<file path="config.mk">
export PLATFORM = sky130hd
export DESIGN_NAME = sramc_port_arbiter
export DESIGN_NICKNAME = d
export VERILOG_FILES = /design/src/rtl/sramc_port_arbiter_pkg.sv /design/src/rtl/sramc_rsp_tracker.sv /design/src/rtl/sramc_port_arbiter.sv
export SDC_FILE = /design/constraint.sdc
export NUM_CORES = 1
export LEC_CHECK = 0
export CORE_AREA = 5 5 650 652
export CTS_BUF_LIST = sky130_fd_sc_hd__clkbuf_2 sky130_fd_sc_hd__clkbuf_4 sky130_fd_sc_hd__clkbuf_8
export DETAILED_ROUTE_END_ITERATION = 6
export DIE_AREA = 0 0 655 657
export PLACE_DENSITY_LB_ADDON = 0.12
export SLEW_MARGIN = 15
export SYNTH_ARGS = -nofsm -noshare
export SYNTH_HDL_FRONTEND = slang
export SYNTH_SLANG_ARGS = --single-unit
</file>
<file path="constraint.sdc">
create_clock -name i_clk -period 2.3 [get_ports i_clk]
set_input_delay 0.69 -clock i_clk [delete_from_list [all_inputs] [get_ports i_clk]]
set_output_delay 0.69 -clock i_clk [all_outputs]
set_load 0.03 [all_outputs]
</file>
<file path="src/rtl/sramc_port_arbiter_pkg.sv">
// Shared types and constants for the SRAM C port arbiter (core vs. DMA).
package sramc_port_arbiter_pkg;

  localparam int SRAMC_W      = 256;
  localparam int ADRC_W       = 12;
  localparam int ARB_STARVE_W = 8;

  typedef enum logic {
    ARB_CORE = 1'b0,
    ARB_DMA  = 1'b1
  } arb_id_e;

  typedef struct packed {
    logic                   wren;
    logic [ADRC_W-1:0]      addr;
    logic [SRAMC_W-1:0]     wdata;
    logic [SRAMC_W/8-1:0]   wmask;
  } sramc_req_t;

endpackage

</file>
<file path="src/rtl/sramc_rsp_tracker.sv">
// Read-response tracker: a {valid, id} shift register aligned to the SRAM read
// latency that steers returning read data to the requester that issued it.
module sramc_rsp_tracker
  import sramc_port_arbiter_pkg::*;
#(
  parameter int DEPTH  = 1,
  parameter int DATA_W = SRAMC_W
) (
  input  logic              i_clk,
  input  logic              i_rstn,
  input  logic              i_push_vld,
  input  arb_id_e           i_push_id,
  input  logic [DATA_W-1:0] i_sram_rdata,
  output logic              o_core_rvalid,
  output logic [DATA_W-1:0] o_core_rdata,
  output logic              o_dma_rvalid,
  output logic [DATA_W-1:0] o_dma_rdata
);

  logic [DEPTH-1:0]  vld_q, vld_d;
  logic [DEPTH-1:0]  id_q, id_d;
  logic [DATA_W-1:0] core_rdata_q, core_rdata_d;
  logic [DATA_W-1:0] dma_rdata_q, dma_rdata_d;
  logic              core_hit, dma_hit;

  always_comb begin
    vld_d    = '0;
    id_d     = '0;
    vld_d[0] = i_push_vld;
    id_d[0]  = i_push_vld & (i_push_id == ARB_DMA);
    for (int i = 1; i < DEPTH; i++) begin
      vld_d[i] = vld_q[i-1];
      id_d[i]  = id_q[i-1];
    end
    core_hit = vld_q[DEPTH-1] & (arb_id_e'(id_q[DEPTH-1]) == ARB_CORE);
    dma_hit  = vld_q[DEPTH-1] & (arb_id_e'(id_q[DEPTH-1]) == ARB_DMA);
    // Data passes straight through on the hit cycle and is held afterwards.
    core_rdata_d = core_hit ? i_sram_rdata : core_rdata_q;
    dma_rdata_d  = dma_hit  ? i_sram_rdata : dma_rdata_q;
  end

  always_ff @(posedge i_clk or negedge i_rstn) begin
    if (!i_rstn) begin
      vld_q        <= '0;
      id_q         <= '0;
      core_rdata_q <= '0;
      dma_rdata_q  <= '0;
    end else begin
      vld_q        <= vld_d;
      id_q         <= id_d;
      core_rdata_q <= core_rdata_d;
      dma_rdata_q  <= dma_rdata_d;
    end
  end

  assign o_core_rvalid = core_hit;
  assign o_core_rdata  = core_rdata_d;
  assign o_dma_rvalid  = dma_hit;
  assign o_dma_rdata   = dma_rdata_d;

endmodule

</file>
<file path="src/rtl/sramc_port_arbiter.sv">
// Core/DMA arbiter for the single-port SRAM C: core priority, DMA anti-starvation.
// Define SRAMC_ARB_OUTREG_EN to register the SRAM command outputs (+1 cycle latency).
module sramc_port_arbiter
  import sramc_port_arbiter_pkg::*;
#(
  parameter int DATA_W     = SRAMC_W,
  parameter int ADDR_W     = ADRC_W,
  parameter int RD_LAT     = 1,
  parameter int STARVE_MAX = 8
) (
  input  logic                i_clk,
  input  logic                i_rstn,
  input  logic                i_core_req,
  input  logic                i_core_wren,
  input  logic [ADDR_W-1:0]   i_core_addr,
  input  logic [DATA_W-1:0]   i_core_wdata,
  input  logic [DATA_W/8-1:0] i_core_wmask,
  input  logic                i_core_lock,
  output logic                o_core_gnt,
  output logic                o_core_rvalid,
  output logic [DATA_W-1:0]   o_core_rdata,
  input  logic                i_dma_req,
  input  logic                i_dma_wren,
  input  logic [ADDR_W-1:0]   i_dma_addr,
  input  logic [DATA_W-1:0]   i_dma_wdata,
  input  logic [DATA_W/8-1:0] i_dma_wmask,
  output logic                o_dma_gnt,
  output logic                o_dma_rvalid,
  output logic [DATA_W-1:0]   o_dma_rdata,
  output logic                o_sram_cen,
  output logic                o_sram_wen,
  output logic [ADDR_W-1:0]   o_sram_addr,
  output logic [DATA_W-1:0]   o_sram_wdata,
  output logic [DATA_W/8-1:0] o_sram_wmask,
  input  logic [DATA_W-1:0]   i_sram_rdata,
  output logic [7:0]          o_starve_cnt
);

  localparam logic [ARB_STARVE_W-1:0] STARVE_TH = ARB_STARVE_W'(STARVE_MAX);

  logic [ARB_STARVE_W-1:0] starve_cnt_q, starve_cnt_d;
  logic                    force_dma, core_gnt, dma_gnt, cen_d, rd_push;
  arb_id_e                 push_id;
  sramc_req_t              core_cmd, dma_cmd, cmd_d;

  always_comb begin
    core_cmd = '{wren: i_core_wren, addr: i_core_addr, wdata: i_core_wdata, wmask: i_core_wmask};
    dma_cmd  = '{wren: i_dma_wren,  addr: i_dma_addr,  wdata: i_dma_wdata,  wmask: i_dma_wmask};

    // The lock only blocks the forced grant; an idle core still lets the DMA in.
    force_dma = i_dma_req & (starve_cnt_q >= STARVE_TH) & ~i_core_lock;
    dma_gnt   = force_dma | (i_dma_req & ~i_core_req);
    core_gnt  = i_core_req & ~dma_gnt;
    cen_d     = core_gnt | dma_gnt;

    cmd_d = '0;
    if (dma_gnt) begin
      cmd_d = dma_cmd;
    end else if (core_gnt) begin
      cmd_d = core_cmd;
    end
    rd_push = cen_d & ~cmd_d.wren;
    push_id = dma_gnt ? ARB_DMA : ARB_CORE;

    starve_cnt_d = starve_cnt_q;
    if (!i_dma_req || dma_gnt) begin
      starve_cnt_d = '0;
    end else if (starve_cnt_q != '1) begin
      starve_cnt_d = starve_cnt_q + ARB_STARVE_W'(1);
    end
  end

  always_ff @(posedge i_clk or negedge i_rstn) begin
    if (!i_rstn) begin
      starve_cnt_q <= '0;
    end else begin
      starve_cnt_q <= starve_cnt_d;
    end
  end

`ifdef SRAMC_ARB_OUTREG_EN
  localparam int TRK_DEPTH = RD_LAT + 1;

  logic       cen_q;
  sramc_req_t cmd_q;

  always_ff @(posedge i_clk or negedge i_rstn) begin
    if (!i_rstn) begin
      cen_q <= 1'b0;
      cmd_q <= '0;
    end else begin
      cen_q <= cen_d;
      cmd_q <= cmd_d;
    end
  end

  assign o_sram_cen   = cen_q;
  assign o_sram_wen   = cmd_q.wren;
  assign o_sram_addr  = cmd_q.addr;
  assign o_sram_wdata = cmd_q.wdata;
  assign o_sram_wmask = cmd_q.wmask;
`else
  localparam int TRK_DEPTH = RD_LAT;

  assign o_sram_cen   = cen_d;
  assign o_sram_wen   = cmd_d.wren;
  assign o_sram_addr  = cmd_d.addr;
  assign o_sram_wdata = cmd_d.wdata;
  assign o_sram_wmask = cmd_d.wmask;
`endif

  sramc_rsp_tracker #(
    .DEPTH  (TRK_DEPTH),
    .DATA_W (DATA_W)
  ) u_rsp_tracker (
    .i_clk         (i_clk),
    .i_rstn        (i_rstn),
    .i_push_vld    (rd_push),
    .i_push_id     (push_id),
    .i_sram_rdata  (i_sram_rdata),
    .o_core_rvalid (o_core_rvalid),
    .o_core_rdata  (o_core_rdata),
    .o_dma_rvalid  (o_dma_rvalid),
    .o_dma_rdata   (o_dma_rdata)
  );

  assign o_core_gnt   = core_gnt;
  assign o_dma_gnt    = dma_gnt;
  assign o_starve_cnt = starve_cnt_q;

endmodule

</file>
=== After elaboration in Yosys (flattened, before gate mapping) ===
Index checks and enable logic that the tools add are counted.

* Flip-flop bits (word level): 522
* Input bits: 863
* Output and inout port bits: 826
* Word-level logic and storage cells: 33

* Add/sub/neg operators: 1
* $lt $le $gt $ge: 1
* Equality and inequality tests: 1
* Muxes and demuxes: 7
* Bitwise gates (word level): 15
* Reductions and logical operators: 3

{| class="wikitable"
|+ Operators with widths
! operator !! number
|-
| 2-to-1 mux 301 bit || 2
|-
| 2-to-1 mux 256 bit || 2
|-
| 2-to-1 mux 8 bit || 2
|-
| adder 8 x 1 -> 8 bit, second input constant || 1
|-
| AND 1 bit || 8
|-
| >= comparator 8 x 4 -> 1 bit, second input constant || 1
|-
| != test 8 bit, second input constant || 1
|-
| NOT 1 bit || 5
|-
| bitwise OR 1 bit || 2
|-
| nonzero test 2 bit || 1
|-
| logical NOT 1 bit || 1
|-
| logical OR 1 bit || 1
|-
| 2-to-1 mux 1 bit || 1
|}

=== Logic depth before layout (Yosys ltp) ===
* Depth after elaboration: 11
* Depth in mapped cells: 7
* Mapped depth without buffers: 4

=== Hierarchy ===
A second synthesis with hierarchy kept.

* Cells, all modules: 2181
* Area total of the unflattened synthesis: 25946.1 µm²

{| class="wikitable"
|+ By module, submodules not included
! module !! times used !! cells an instance !! area each (µm²) !! seq. area each (µm²)
|-
| sramc_rsp_tracker || 1 || 1088 || 20378.3 || 12862.3
|-
| sramc_port_arbiter || 1 || 1093 || 5567.8 || 200.2
|}

=== Least setup slack after synthesis ===
OpenSTA, ideal clock, no wires.

* Kind: input -> output
* Start point: input port i_core_req
* End point: output port o_sram_addr[10]
* Arrival time: 2.054 ns
* Required time: 1.610 ns
* Slack: -0.444 ns
* Stages: 4
* Path buffers: 1
* Cells stage by stage: nor2b_1 > a221oi_4 > clkbuf_1 > a22o_1

* Word-level cells in the longest chain between the ends: 7

{| class="wikitable"
|+ RTL lines
! what !! RTL line !! source
|-
| from (decl) || sramc_port_arbiter.sv:13 || <nowiki>input logic i_core_req,</nowiki>
|-
| NOT 1 bit (*) || sramc_port_arbiter.sv:52 || <nowiki>dma_gnt = force_dma | (i_dma_req & ~i_core_req);</nowiki>
|-
| AND 1 bit (*) || sramc_port_arbiter.sv:52 ||
|-
| bitwise OR 1 bit (*) || sramc_port_arbiter.sv:52 ||
|-
| named net o_dma_gnt || sramc_port_arbiter.sv:27 || <nowiki>output logic o_dma_gnt,</nowiki>
|-
| NOT 1 bit || sramc_port_arbiter.sv:53 || <nowiki>core_gnt = i_core_req & ~dma_gnt;</nowiki>
|-
| AND 1 bit || sramc_port_arbiter.sv:53 ||
|-
| 2-to-1 mux 301 bit || sramc_port_arbiter.sv:59 || <nowiki>end else if (core_gnt) begin</nowiki>
|-
| 2-to-1 mux 301 bit (*) || sramc_port_arbiter.sv:57 || <nowiki>if (dma_gnt) begin</nowiki>
|-
| to (decl) || sramc_port_arbiter.sv:32 || <nowiki>output logic [ADDR_W-1:0] o_sram_addr,</nowiki>
|}

Mark *: on every way through the listed nets, which the timed path passes. The rest lies on a longest branch.

=== Worst setup path after layout ===
* Start point: register starve_cnt_q[5], in the netlist o_starve_cnt[5]
* End point: output port o_sram_wdata[208]

* Word-level cells in the longest chain between the ends: 8

{| class="wikitable"
|+ RTL lines
! what !! RTL line !! source
|-
| from (decl) || sramc_port_arbiter.sv:41 || <nowiki>logic [ARB_STARVE_W-1:0] starve_cnt_q, starve_cnt_d;</nowiki>
|-
| from (signal assigned) || sramc_port_arbiter.sv:77 || <nowiki>starve_cnt_q <= starve_cnt_d;</nowiki>
|-
| >= comparator 8 x 4 -> 1 bit (*) || sramc_port_arbiter.sv:51 || <nowiki>force_dma = i_dma_req & (starve_cnt_q >= STARVE_TH) & ~i_core_lock;</nowiki>
|-
| AND 1 bit (*) (2 in a row) || sramc_port_arbiter.sv:51 ||
|-
| bitwise OR 1 bit (*) || sramc_port_arbiter.sv:52 ||
|-
| NOT 1 bit || sramc_port_arbiter.sv:53 ||
|-
| AND 1 bit || sramc_port_arbiter.sv:53 ||
|-
| 2-to-1 mux 301 bit || sramc_port_arbiter.sv:59 ||
|-
| 2-to-1 mux 301 bit (*) || sramc_port_arbiter.sv:57 ||
|-
| to (decl) || sramc_port_arbiter.sv:33 || <nowiki>output logic [DATA_W-1:0] o_sram_wdata,</nowiki>
|}

Mark *: on every way between the ends. The rest lies on a longest branch, timed or not.

==> out/results.tsv <==
stage	metric	value	unit
synthesis	post-synth design cell area	0.02246	sq mm
synthesis	dominant cell type by area after synthesis	dfrtp_1	
die	CORE AREA	0.4157	sq mm
die	io pins	1689	
sta	final setup violation count	826	
worst_setup_path	worst-path cell chain	nor4_4 > buf_4 > a221oi_4 > buf_12 > buf_16 > buf_12 > a22o_4 > buf_12	
synthesis	Post-synth EDFFs	0	
routing	count of nets left with antenna violations after detail routing	0	
synthesis	Net Count, Synth	2376	
routing	WL final	284300	um
routing	post-route DRC violation count	0	
clocking	clock edge transition at the registers on the reported setup and hold paths	0.06	ns
synthesis	area share of the largest cell type after synthesis	58.15	%
synthesis	most used flip-flop cell after synthesis	dfrtp_1	
worst_setup_path	Crit Path Category	flop to output port	
clocking	CTS H-Tree Depth	3	
clocking	CTS max path bufs	4	
global_route	GR Util All Layers	12.66	%
worst_setup_path	CP max stage delay	0.42	ns
synthesis	leading cell type by number of instances after synthesis	dfrtp_1	
place	half-perimeter wire length after detailed placement	250300	um
worst_setup_path	Worst Path Required	1.61	ns
synthesis	commonest cells in the synthesized netlist	dfrtp_1, mux2_2, a22o_1	
finish	share of layout cells above drive strength 1	59.24	%
global_route	largest net degree at the start of global routing	52	
worst_setup_path	cell with the largest stage delay on the worst path	dfrtp_2	
finish	fin cells	9157	
synthesis	per-instance average area after synthesis	14.87	sq um
sta	Hold Violations, Final	0	
global_route	antenna violations before repair	237	
synthesis	distinct cell type count of the synthesized netlist	32	
sta	slew at the pin closest to its max-slew limit	0.6996	ns
sta	final setup TNS	-892.82	ns
synthesis	cell count after synthesis	1511	
synthesis	flops & latches, synth	522	
worst_setup_path	Top cell by count, worst path	buf_12	
die	die extent in x	655	um
worst_setup_path	startpoint type of the worst setup path	flop	
worst_setup_path	critical path capture point type	output port	
pwr	Worst IR Drop VDD	0.0003915	V
sta	Fmax achieved	279.4	MHz
finish	synth-to-layout area growth	147.6	%
pwr	areal power density over the cells	805.1	mW/mm^2
place	area post-placement	0.05096	sq mm
clocking	buffer cell driving the clock tree root	clkbuf_8	
synthesis	Synth area leaders	dfrtp_1, mux2_2, a22o_1	
sta	Setup Skew	0.03680	ns
sta	post-route clock period utilization	155.6	%
place	count of port buffers added during placement	1688	
die	row cnt	237	
die	Die H	657	um
global_route	vias in the first global route	25630	
global_route	Remaining Overflow, GRT	0	
routing	Routed WL per cell	31.05	um
worst_setup_path	largest delay contributor family on the critical path	buffers and inverters	
worst_setup_path	worst-path maximum fanout	13	
run_status	run status	finished with violations	
routing	number of iterations in the first detailed-routing pass	5	
finish	Total Nets Final	4382	
routing	via density per instance	2.576	
global_route	global-route wire length before repair	344400	um
finish	area of all placed cells without fillers	0.05562	sq mm
place	last weighted congestion value of the routability-driven placer	0.9426	
sta	Tmin final	3.579	ns
sta	Final Worst Setup Slack	-1.279	ns
sta	unrepaired setup endpoints after global routing	true	
hold_path	worst min path class	primary input to async pin	
run_status	failing checks	setup timing	
routing	Initial DRC Count	959	
routing	Via Count	23590	
sta	smallest hold slack	0.3835	ns
synthesis	register area share after synthesis	58.15	%
worst_setup_path	critical path buffer and inverter count	5	
pwr	Static Leak	22.71	nW
clocking	number of clock sinks	522	
synthesis	fraction of synthesis flops using an asynchronous set or reset pin	100.0	%
worst_setup_path	data arrival time of the worst path	2.89	ns
sta	relative max-transition margin	53.36	%
die	full die area	0.4303	sq mm
die	starting density of the core	5.403	%
sta	Final Max Slew Viols	0	
clocking	clock tree from TritonCTS	yes	
clocking	clock latency at the later pin of the worst-skew pair	0.93	ns
clocking	total clock buffers created by CTS	123	
finish	Core Util, Final	13.38	%
synthesis	count of yosys warnings during synthesis	0	
finish	total of fill cells in the finished design	46840	
job	number of max-capacitance violations reported	0	
place	Placed Instances	8835	
==> worst paths after layout <==
check / cells past startpoint / startpoint / endpoint / slack, ns
min reg2reg: 1 / u_rsp_tracker.dma_rdata_q[137] / u_rsp_tracker.dma_rdata_q[137] / 0.49
max: 8 / o_starve_cnt[5] / o_sram_wdata[208] / -1.28
max in group asynchronous: 3 / i_rstn / u_rsp_tracker.core_rdata_q[107] / 1.09
min: 2 / i_rstn / u_rsp_tracker.dma_rdata_q[37] / 0.38
min in group i_clk: 2 / i_sram_rdata[159] / u_rsp_tracker.core_rdata_q[159] / 0.44
max reg2reg: 9 / u_rsp_tracker.vld_q / u_rsp_tracker.core_rdata_q[163] / 0.42
==> logic make-up after synthesis <==
group	Yosys count	synth area share, %
fa+ha+maj	2	0.1114
buf+inv	132	3.008
compound gates	319	12.37
mux	512	25.67
flops	522	58.15
simple gates	24	0.6907
==> per-layer routing <==
metal  vias to the layer above  GRT usage [%]  routed length (um)
met5                         -              0                 689
met4                       104          2.966                9360
met3                       588          4.543               21810
met2                      1275          26.63              167000
met1                     11790          11.00               85470
li1                       9828              -                   -
==> cell type report <==
type,count,area [sq um],area share (%)
timing repair buffer,2007,22990,41.33
sequential,522,13070,23.49
multi-input combinational,857,9911,17.82
tap,5497,6878,12.37
clock buffer,190,2359,4.240
clock inverter,22,257.7,0.4634
antenna,56,140.1,0.2520
inverter,6,22.52,0.04049
==> cell usage in the layout (no fill, tap or decap), drive strengths merged, types with 4 or more instances in the layout <==
cell type and n:
clkbuf 193, a22o 303, inv 7, buf 1088
dlygate4sd2 39, bufinv 5, mux2 512, clkdlybuf4s15 10
diode 56, a21oi 4, clkinv 14, dfrtp 522
clkdlybuf4s50 864
==> where the power goes <==
part	internal, mW	switching (mW)
clock network	7.01	5.08
logic	9.09	12.0
registers	11.2	0.455
==> flip-flops by register name, indices dropped and copies added, names as in the netlist <==
name                        cells
u_rsp_tracker.vld_q             1
o_starve_cnt                    8
u_rsp_tracker.dma_rdata_q     256
u_rsp_tracker.id_q              1
u_rsp_tracker.core_rdata_q    256
==> stage by stage <==
| stage | worst slack (ns) | total power [mW] |
|---|---|---|
| CTS | -1.482 | 46.15 |
| global placement | -1.404 | 32.80 |
| floorplan | -0.1694 | 20.51 |
| global route | -1.479 | 46.98 |
| detailed placement | -1.371 | 32.80 |
| finish | -1.279 | 44.78 |
==> timing repair <==
item / CTS / global route
hold buffers: 1 / 0
gates resized for setup: 431 / 68
setup endpoints to repair: 826 / 826
pin swaps: 14 / 3
hold endpoints to repair: 21 / 0
buffers inserted: 31 / 8
cloned: 11 / 3
==> worst register-to-register path, delay by kind of cell, from the launching register on <==
kind	cells	cell delay (ns)
DFF	1	0.41
buffers and inverters	7	0.94
and+or+nand+nor	1	0.15
muxes	1	0.30
Power figures use the tool's default switching activity.
